## src/rtl/mem_pkg.sv

```systemverilog
// Shared types and lane helpers for the memory responder.
// Lanes are little-endian: byte lane n is bits [8n+7:8n] of the word.
package mem_pkg;

  typedef enum logic [1:0] {
    SZ_WORD = 2'b00,
    SZ_HALF = 2'b01,
    SZ_BYTE = 2'b10,
    SZ_RSVD = 2'b11
  } size_e;

  typedef enum logic [2:0] {
    IDLE    = 3'd0,
    RD_WAIT = 3'd1,
    MERGE   = 3'd2,
    WR      = 3'd3,
    RESP    = 3'd4
  } state_e;

  // Replace the addressed lane of word with the right-aligned store data.
  function automatic logic [31:0] lane_merge(input logic [31:0] word,
                                             input logic [31:0] wdata,
                                             input size_e       size,
                                             input logic [1:0]  lane);
    logic [31:0] res;
    res = word;
    case (size)
      SZ_BYTE: res[{lane, 3'b000} +: 8]     = wdata[7:0];
      SZ_HALF: res[{lane[1], 4'b0000} +: 16] = wdata[15:0];
      default: res = wdata;
    endcase
    return res;
  endfunction

  // Pull the addressed lane out of word, zero-extended.
  function automatic logic [31:0] lane_extract(input logic [31:0] word,
                                               input size_e       size,
                                               input logic [1:0]  lane);
    logic [31:0] res;
    case (size)
      SZ_BYTE: res = {24'h0, word[{lane, 3'b000} +: 8]};
      SZ_HALF: res = {16'h0, word[{lane[1], 4'b0000} +: 16]};
      default: res = word;
    endcase
    return res;
  endfunction

endpackage

```

## src/rtl/word_ram.sv

```systemverilog
// Word storage with a WAIT_CYCLES-deep read pipeline and one write port.
// Contents are never reset; rd_data reflects mem[rd_idx] sampled WAIT_CYCLES edges ago.
module word_ram #(
  parameter int IDX_W       = 6,
  parameter int WAIT_CYCLES = 1
) (
  input  logic             clk,
  input  logic [IDX_W-1:0] rd_idx,
  output logic [31:0]      rd_data,
  input  logic             wr_en,
  input  logic [IDX_W-1:0] wr_idx,
  input  logic [31:0]      wr_data
);

  logic [31:0] mem  [2**IDX_W];
  logic [31:0] pipe [WAIT_CYCLES];

  always_ff @(posedge clk) begin
    if (wr_en) mem[wr_idx] <= wr_data;
    pipe[0] <= mem[rd_idx];
    for (int i = 1; i < WAIT_CYCLES; i++) pipe[i] <= pipe[i-1];
  end

  assign rd_data = pipe[WAIT_CYCLES-1];

endmodule

```

## src/rtl/mem_responder.sv

```systemverilog
// Target end of the CPU load/store path: one request at a time, RMW for sub-word
// stores, single-cycle registered response pulse.
module mem_responder
  import mem_pkg::*;
#(
  parameter int ADDR_W      = 8,
  parameter int WAIT_CYCLES = 1
) (
  input  logic        Clk,
  input  logic        Reset,
  input  logic        req_valid,
  output logic        req_ready,
  input  logic        req_wr,
  input  logic [1:0]  req_size,
  input  logic [31:0] req_addr,
  input  logic [31:0] req_wdata,
  output logic        rsp_valid,
  output logic [31:0] rsp_rdata,
  output logic        rsp_err,
  output logic [2:0]  fsm_state
);

  localparam int IDX_W = ADDR_W - 2;
  localparam logic [3:0] LAST_WAIT = 4'(WAIT_CYCLES - 1);

  // Handshake: a request transfers on a rising edge where req_valid && req_ready;
  // req_ready is high only in IDLE. rsp_valid is a one-cycle pulse with no backpressure.
  state_e              state, state_next;
  logic [3:0]          wait_cnt;
  logic                wr_q;
  size_e               size_q;
  logic [ADDR_W-1:0]   addr_q;
  logic [31:0]         wdata_q;
  logic                accept, req_err;
  logic [31:0]         rd_data;
  logic                ram_wr_en;
  logic [31:0]         ram_wr_data;
  logic [IDX_W-1:0]    rd_idx;
  logic                unused_addr_hi;

  assign accept = req_valid && req_ready;
  assign req_err = (req_size == SZ_RSVD) ||
                   (req_size == SZ_HALF && req_addr[0]) ||
                   (req_size == SZ_WORD && req_addr[1:0] != 2'b00);
  assign unused_addr_hi = ^req_addr[31:ADDR_W];

  // Start the read at acceptance so the word is ready after WAIT_CYCLES edges.
  assign rd_idx = (state == IDLE) ? req_addr[ADDR_W-1:2] : addr_q[ADDR_W-1:2];
  assign fsm_state = state;

  word_ram #(.IDX_W(IDX_W), .WAIT_CYCLES(WAIT_CYCLES)) u_ram (
    .clk     (Clk),
    .rd_idx  (rd_idx),
    .rd_data (rd_data),
    .wr_en   (ram_wr_en),
    .wr_idx  (addr_q[ADDR_W-1:2]),
    .wr_data (ram_wr_data)
  );

  always_comb begin
    state_next  = state;
    ram_wr_en   = 1'b0;
    ram_wr_data = wdata_q;
    case (state)
      IDLE: begin
        if (accept) begin
          if (req_err)                   state_next = RESP;
          else if (!req_wr)              state_next = RD_WAIT;
          else if (req_size == SZ_WORD)  state_next = WR;
          else                           state_next = RD_WAIT;
        end
      end
      RD_WAIT: if (wait_cnt == LAST_WAIT) state_next = wr_q ? MERGE : RESP;
      MERGE: begin
        ram_wr_en   = 1'b1;
        ram_wr_data = lane_merge(rd_data, wdata_q, size_q, addr_q[1:0]);
        state_next  = RESP;
      end
      WR: begin
        ram_wr_en  = 1'b1;
        state_next = RESP;
      end
      RESP:    state_next = IDLE;
      default: state_next = IDLE;
    endcase
  end

  always_ff @(posedge Clk or negedge Reset) begin
    if (!Reset) begin
      state     <= IDLE;
      req_ready <= 1'b1;
      rsp_valid <= 1'b0;
      rsp_rdata <= 32'h0;
      rsp_err   <= 1'b0;
      wait_cnt  <= 4'd0;
      wr_q      <= 1'b0;
      size_q    <= SZ_WORD;
      addr_q    <= '0;
      wdata_q   <= 32'h0;
    end else begin
      state     <= state_next;
      req_ready <= (state_next == IDLE);
      rsp_valid <= (state_next == RESP);
      if (state == IDLE && accept) begin
        wr_q    <= req_wr;
        size_q  <= size_e'(req_size);
        addr_q  <= req_addr[ADDR_W-1:0];
        wdata_q <= req_wdata;
      end
      if (state == RD_WAIT && wait_cnt != LAST_WAIT) wait_cnt <= wait_cnt + 4'd1;
      else                                          wait_cnt <= 4'd0;
      // Only the error path goes straight from IDLE to RESP.
      if (state_next == RESP && state != RESP) begin
        if (state == IDLE) begin
          rsp_err   <= 1'b1;
          rsp_rdata <= 32'h0;
        end else if (state == RD_WAIT) begin
          rsp_err   <= 1'b0;
          rsp_rdata <= lane_extract(rd_data, size_q, addr_q[1:0]);
        end else begin
          rsp_err   <= 1'b0;
          rsp_rdata <= 32'h0;
        end
      end
    end
  end

endmodule

```

## config.mk

```make
export PLATFORM = sky130hd
export DESIGN_NAME = mem_responder
export DESIGN_NICKNAME = d
export VERILOG_FILES = /design/src/rtl/mem_pkg.sv /design/src/rtl/word_ram.sv /design/src/rtl/mem_responder.sv
export SDC_FILE = /design/constraint.sdc
export NUM_CORES = 2
export LEC_CHECK = 0
export BUFFER_PORTS_ARGS = -buffer_cell sky130_fd_sc_hd__buf_2
export CAP_MARGIN = 20
export CELL_PAD_IN_SITES_DETAIL_PLACEMENT = 0
export CELL_PAD_IN_SITES_GLOBAL_PLACEMENT = 1
export CORE_MARGIN = 2
export CORE_UTILIZATION = 25
export DETAILED_ROUTE_END_ITERATION = 8
export PLACE_DENSITY = 0.54
export SLEW_MARGIN = 20
export SYNTH_ARGS = -nofsm -noshare
export SYNTH_HDL_FRONTEND = slang
export SYNTH_HIERARCHICAL = 1
export SYNTH_SLANG_ARGS = --single-unit
```

## constraint.sdc

```tcl
create_clock -name Clk -period 15.1 [get_ports Clk]
set_input_delay 2.265 -clock Clk [delete_from_list [all_inputs] [get_ports Clk]]
set_output_delay 2.265 -clock Clk [all_outputs]
set_load 0.02 [all_outputs]
```

==> impl_metrics.ini <==
[critical_path]
crit_slowest_cell = o22ai_1
end_kind = register
reg2reg_setup_slack_ns = 9.36
required_ns = 15.77
cp_max_fo = 61
critPathMaxStageDelay_ns = 0.78
cp_cell_sequence = buf_2 > mux2_8 > buf_4 > buf_4 > mux4_2 > mux4_2 > o22ai_1 > nor2_1
path_buf_inv = 3
crit_family = multiplexers
setup.worst_path.class = in2reg
setup.worst_path.start_class = primary input
timing.critical_path.arrival_ns = 6.72

[timing]
post-route-min-period_ns = 6.047
fin_skew_ns = 0.04338
slew_violations = 0
fin_tns_setup_ns = 0
fmax_ghz = 0.1654
period_share = 0.4004
setup_viol = 0
hold_slack_ns = 0.4881
rsz0062_at_grt = no
hold_viol = 0
max_slew_margin = 0.2520
worst_slew_pin_slew_ns = 1.118

[pwr]
p_leak_nw = 30.22
p_per_area_nw_per_um2 = 197.9
ir_worst_vdd_uv = 166.6
fin_total_pwr_mw = 19.25

[cells_and_area]
syn2layout_area_growth_pct = 16.28
final_nets = 4201
fin_cells = 8680
final_util = 0.2919
regArea_sq_um = 64270
layout-drive-gt1-share = 0.2823
fillerInstances = 32460
multi_input_area_sq_um = 19030
final_common_cell = edfxtp_1
final_cell_mix = edfxtp_1 (2048), mux4_2 (544), clkbuf_16 (222), mux2i_1 (149), buf_4 (145)

[placed_design]
numPortBuffers = 83
placed_cells_incl_taps = 8288
dp_hpwl_um = 124300
gp_congestion = 0.7684

[grt]
grt_overflow = 0
grt_max_degree = 104
grtUsageMet1 = 0.1849
grt_first_pass_wirelength_um = 322400
globalRouteTotalUtil = 0.1331
met2_usage = 0.2162
antenna_found_initial = 9
grt_pass1_vias = 41430
grt_busiest_layer = met2
grtUsageMet3 = 0.02064

[routing]
via_count = 40460
via_per_inst = 4.661
antenna_left = 0
wl_per_cell_um = 26.56
drc = 0
wl_um = 230500
dr.pass1.iters = 5
dr.first_iter.drc_count = 3566

[clock_network]
path_clk_slew_ns = 0.06
cts-resized-gates = 0
cts_root_buf = clkbuf_16
clockBufferDepth = 4
postCtsSetupRepairBufs = 0
hold_buffers = 0
clock_latency_ns = 0.86
cts_tree = done
cts.sinks = 2165
cts-buffers-inserted = 217
cts_htree_levels = 4

[die]
pin_count = 108
start_util = 0.2510
num_rows = 212
die_h_um = 582.4
core_sq_um = 333200
dieArea_sq_um = 339200
fp.dieW_um = 582.4

[synthesis]
synth_top_flop_cell = edfxtp_1
synth_top_cell_by_area = edfxtp_1
synth_edf_count = 2048
postSynthCellCount = 3890
synth-seq-area-share = 0.7684
ys_ff_latch = 2165
syn_area_sq_um = 83640
async_reset_ff_frac = 0.03926
syn_nets = 3969
synth.area.top_cells = edfxtp_1 (74%), mux4_2 (15%), dfrtp_1 (2.5%), mux2i_1 (1.8%), dfxtp_1 (0.77%)
yosysWarningCount = 6
yosysUniqueCellTypes = 55
synth.top_cell.area_share = 0.7353
avgSynthCellArea_sq_um = 21.50

[worst_hold_path]
hp-class = reg2reg

[run_status]
status = finished clean

[run]
cap_viol_max_count = 0
==> final timing paths <==
check,from,depth (start not counted),end
setup / recovery,req_addr[2],8,u_ram/pipe[0][12]
hold / removal,rsp_rdata[14],1,rsp_rdata[14]
setup reg to reg,fsm_state[2],9,u_ram/pipe[0][12]
hold reg to reg,rsp_rdata[14],1,rsp_rdata[14]
max in group asynchronous,Reset,2,addr_q[1]
min in group asynchronous,Reset,1,addr_q[7]
==> Yosys cell counts (3+ instances only) <==
cell type and n:
edfxtp_1 2048, mux4_2 544, nor2_1 170, mux2i_1 149, nand2_1 132, clkbuf_1 98
a21oi_1 96, dfrtp_1 84, o22ai_1 84, buf_2 61, o21ai_0 41, inv_1 36
mux2_2 33, dfxtp_1 32, buf_1 27, o221ai_1 27, buf_4 26, nor2b_1 25
a22o_1 24, a22oi_1 20, nand2b_1 19, ha_1 9, nor3_1 9, a311oi_1 8
o311ai_0 8, and3b_1 7, buf_6 7, nand3_1 7, nand3b_1 6, a41o_1 4
and2_1 4, and3_1 4, o32ai_1 4, or3_1 4, mux2_1 3, or2_2 3
or3b_2 3
==> flip-flops by register name, summed over array words and instances, names as in the netlist <==
register,flops
u_ram/mem,2048
rsp_rdata,32
u_ram/pipe,32
wdata_q,32
addr_q,8
wait_cnt,4
fsm_state,3
size_q,2
req_ready,1
rsp_err,1
rsp_valid,1
wr_q,1
==> through the flow <==
| stage | setup slack [ns] | instance area [sq um] |
|---|---|---|
| 4_1_cts | 8.972 | 97170 |
| 5_1_grt | 8.739 | 97230 |
| 2_1_floorplan | 9.336 | 83640 |
| 6_report | 9.053 | 97260 |
| 3_3_place_gp | 8.059 | 90480 |
| 3_5_place_dp | 8.022 | 90480 |
==> metal layers <==
layer | routed length (um) | vias to the layer above
li1 | - | 16680
met1 | 101400 | 22300
met2 | 109500 | 1198
met3 | 13460 | 285
met4 | 6188 | 0
met5 | 0 | -
==> report_power, final <==
group	internal (mW)	switching [mW]	leakage (nW)	total (mW)
Sequential	7.63	0.226	19.9	7.86
Combinational	2.17	4.06	7.09	6.23
Clock	2.94	2.22	3.27	5.16
==> layout make-up <==
class,count,share of cell area
diodes,11,0.0002830
clock buffers,274,0.05974
clock inverters,105,0.009031
inverters,37,0.001428
multi-input cells,1469,0.1957
flip-flops and latches,2165,0.6608
well taps,4387,0.05644
repair buffers,232,0.01660
==> cell families after synthesis <==
logic type               share of synthesized area
flip-flops                                  0.7684
multiplexers                                0.1692
AND/OR/NAND/NOR                            0.02187
AO/OA/AOI/OAI                              0.02482
buffers and inverters                      0.01420
adder cells (fa/ha/maj)                   0.001346
XOR/XNOR                                 0.0002095
(Power assumes the default switching activity.)
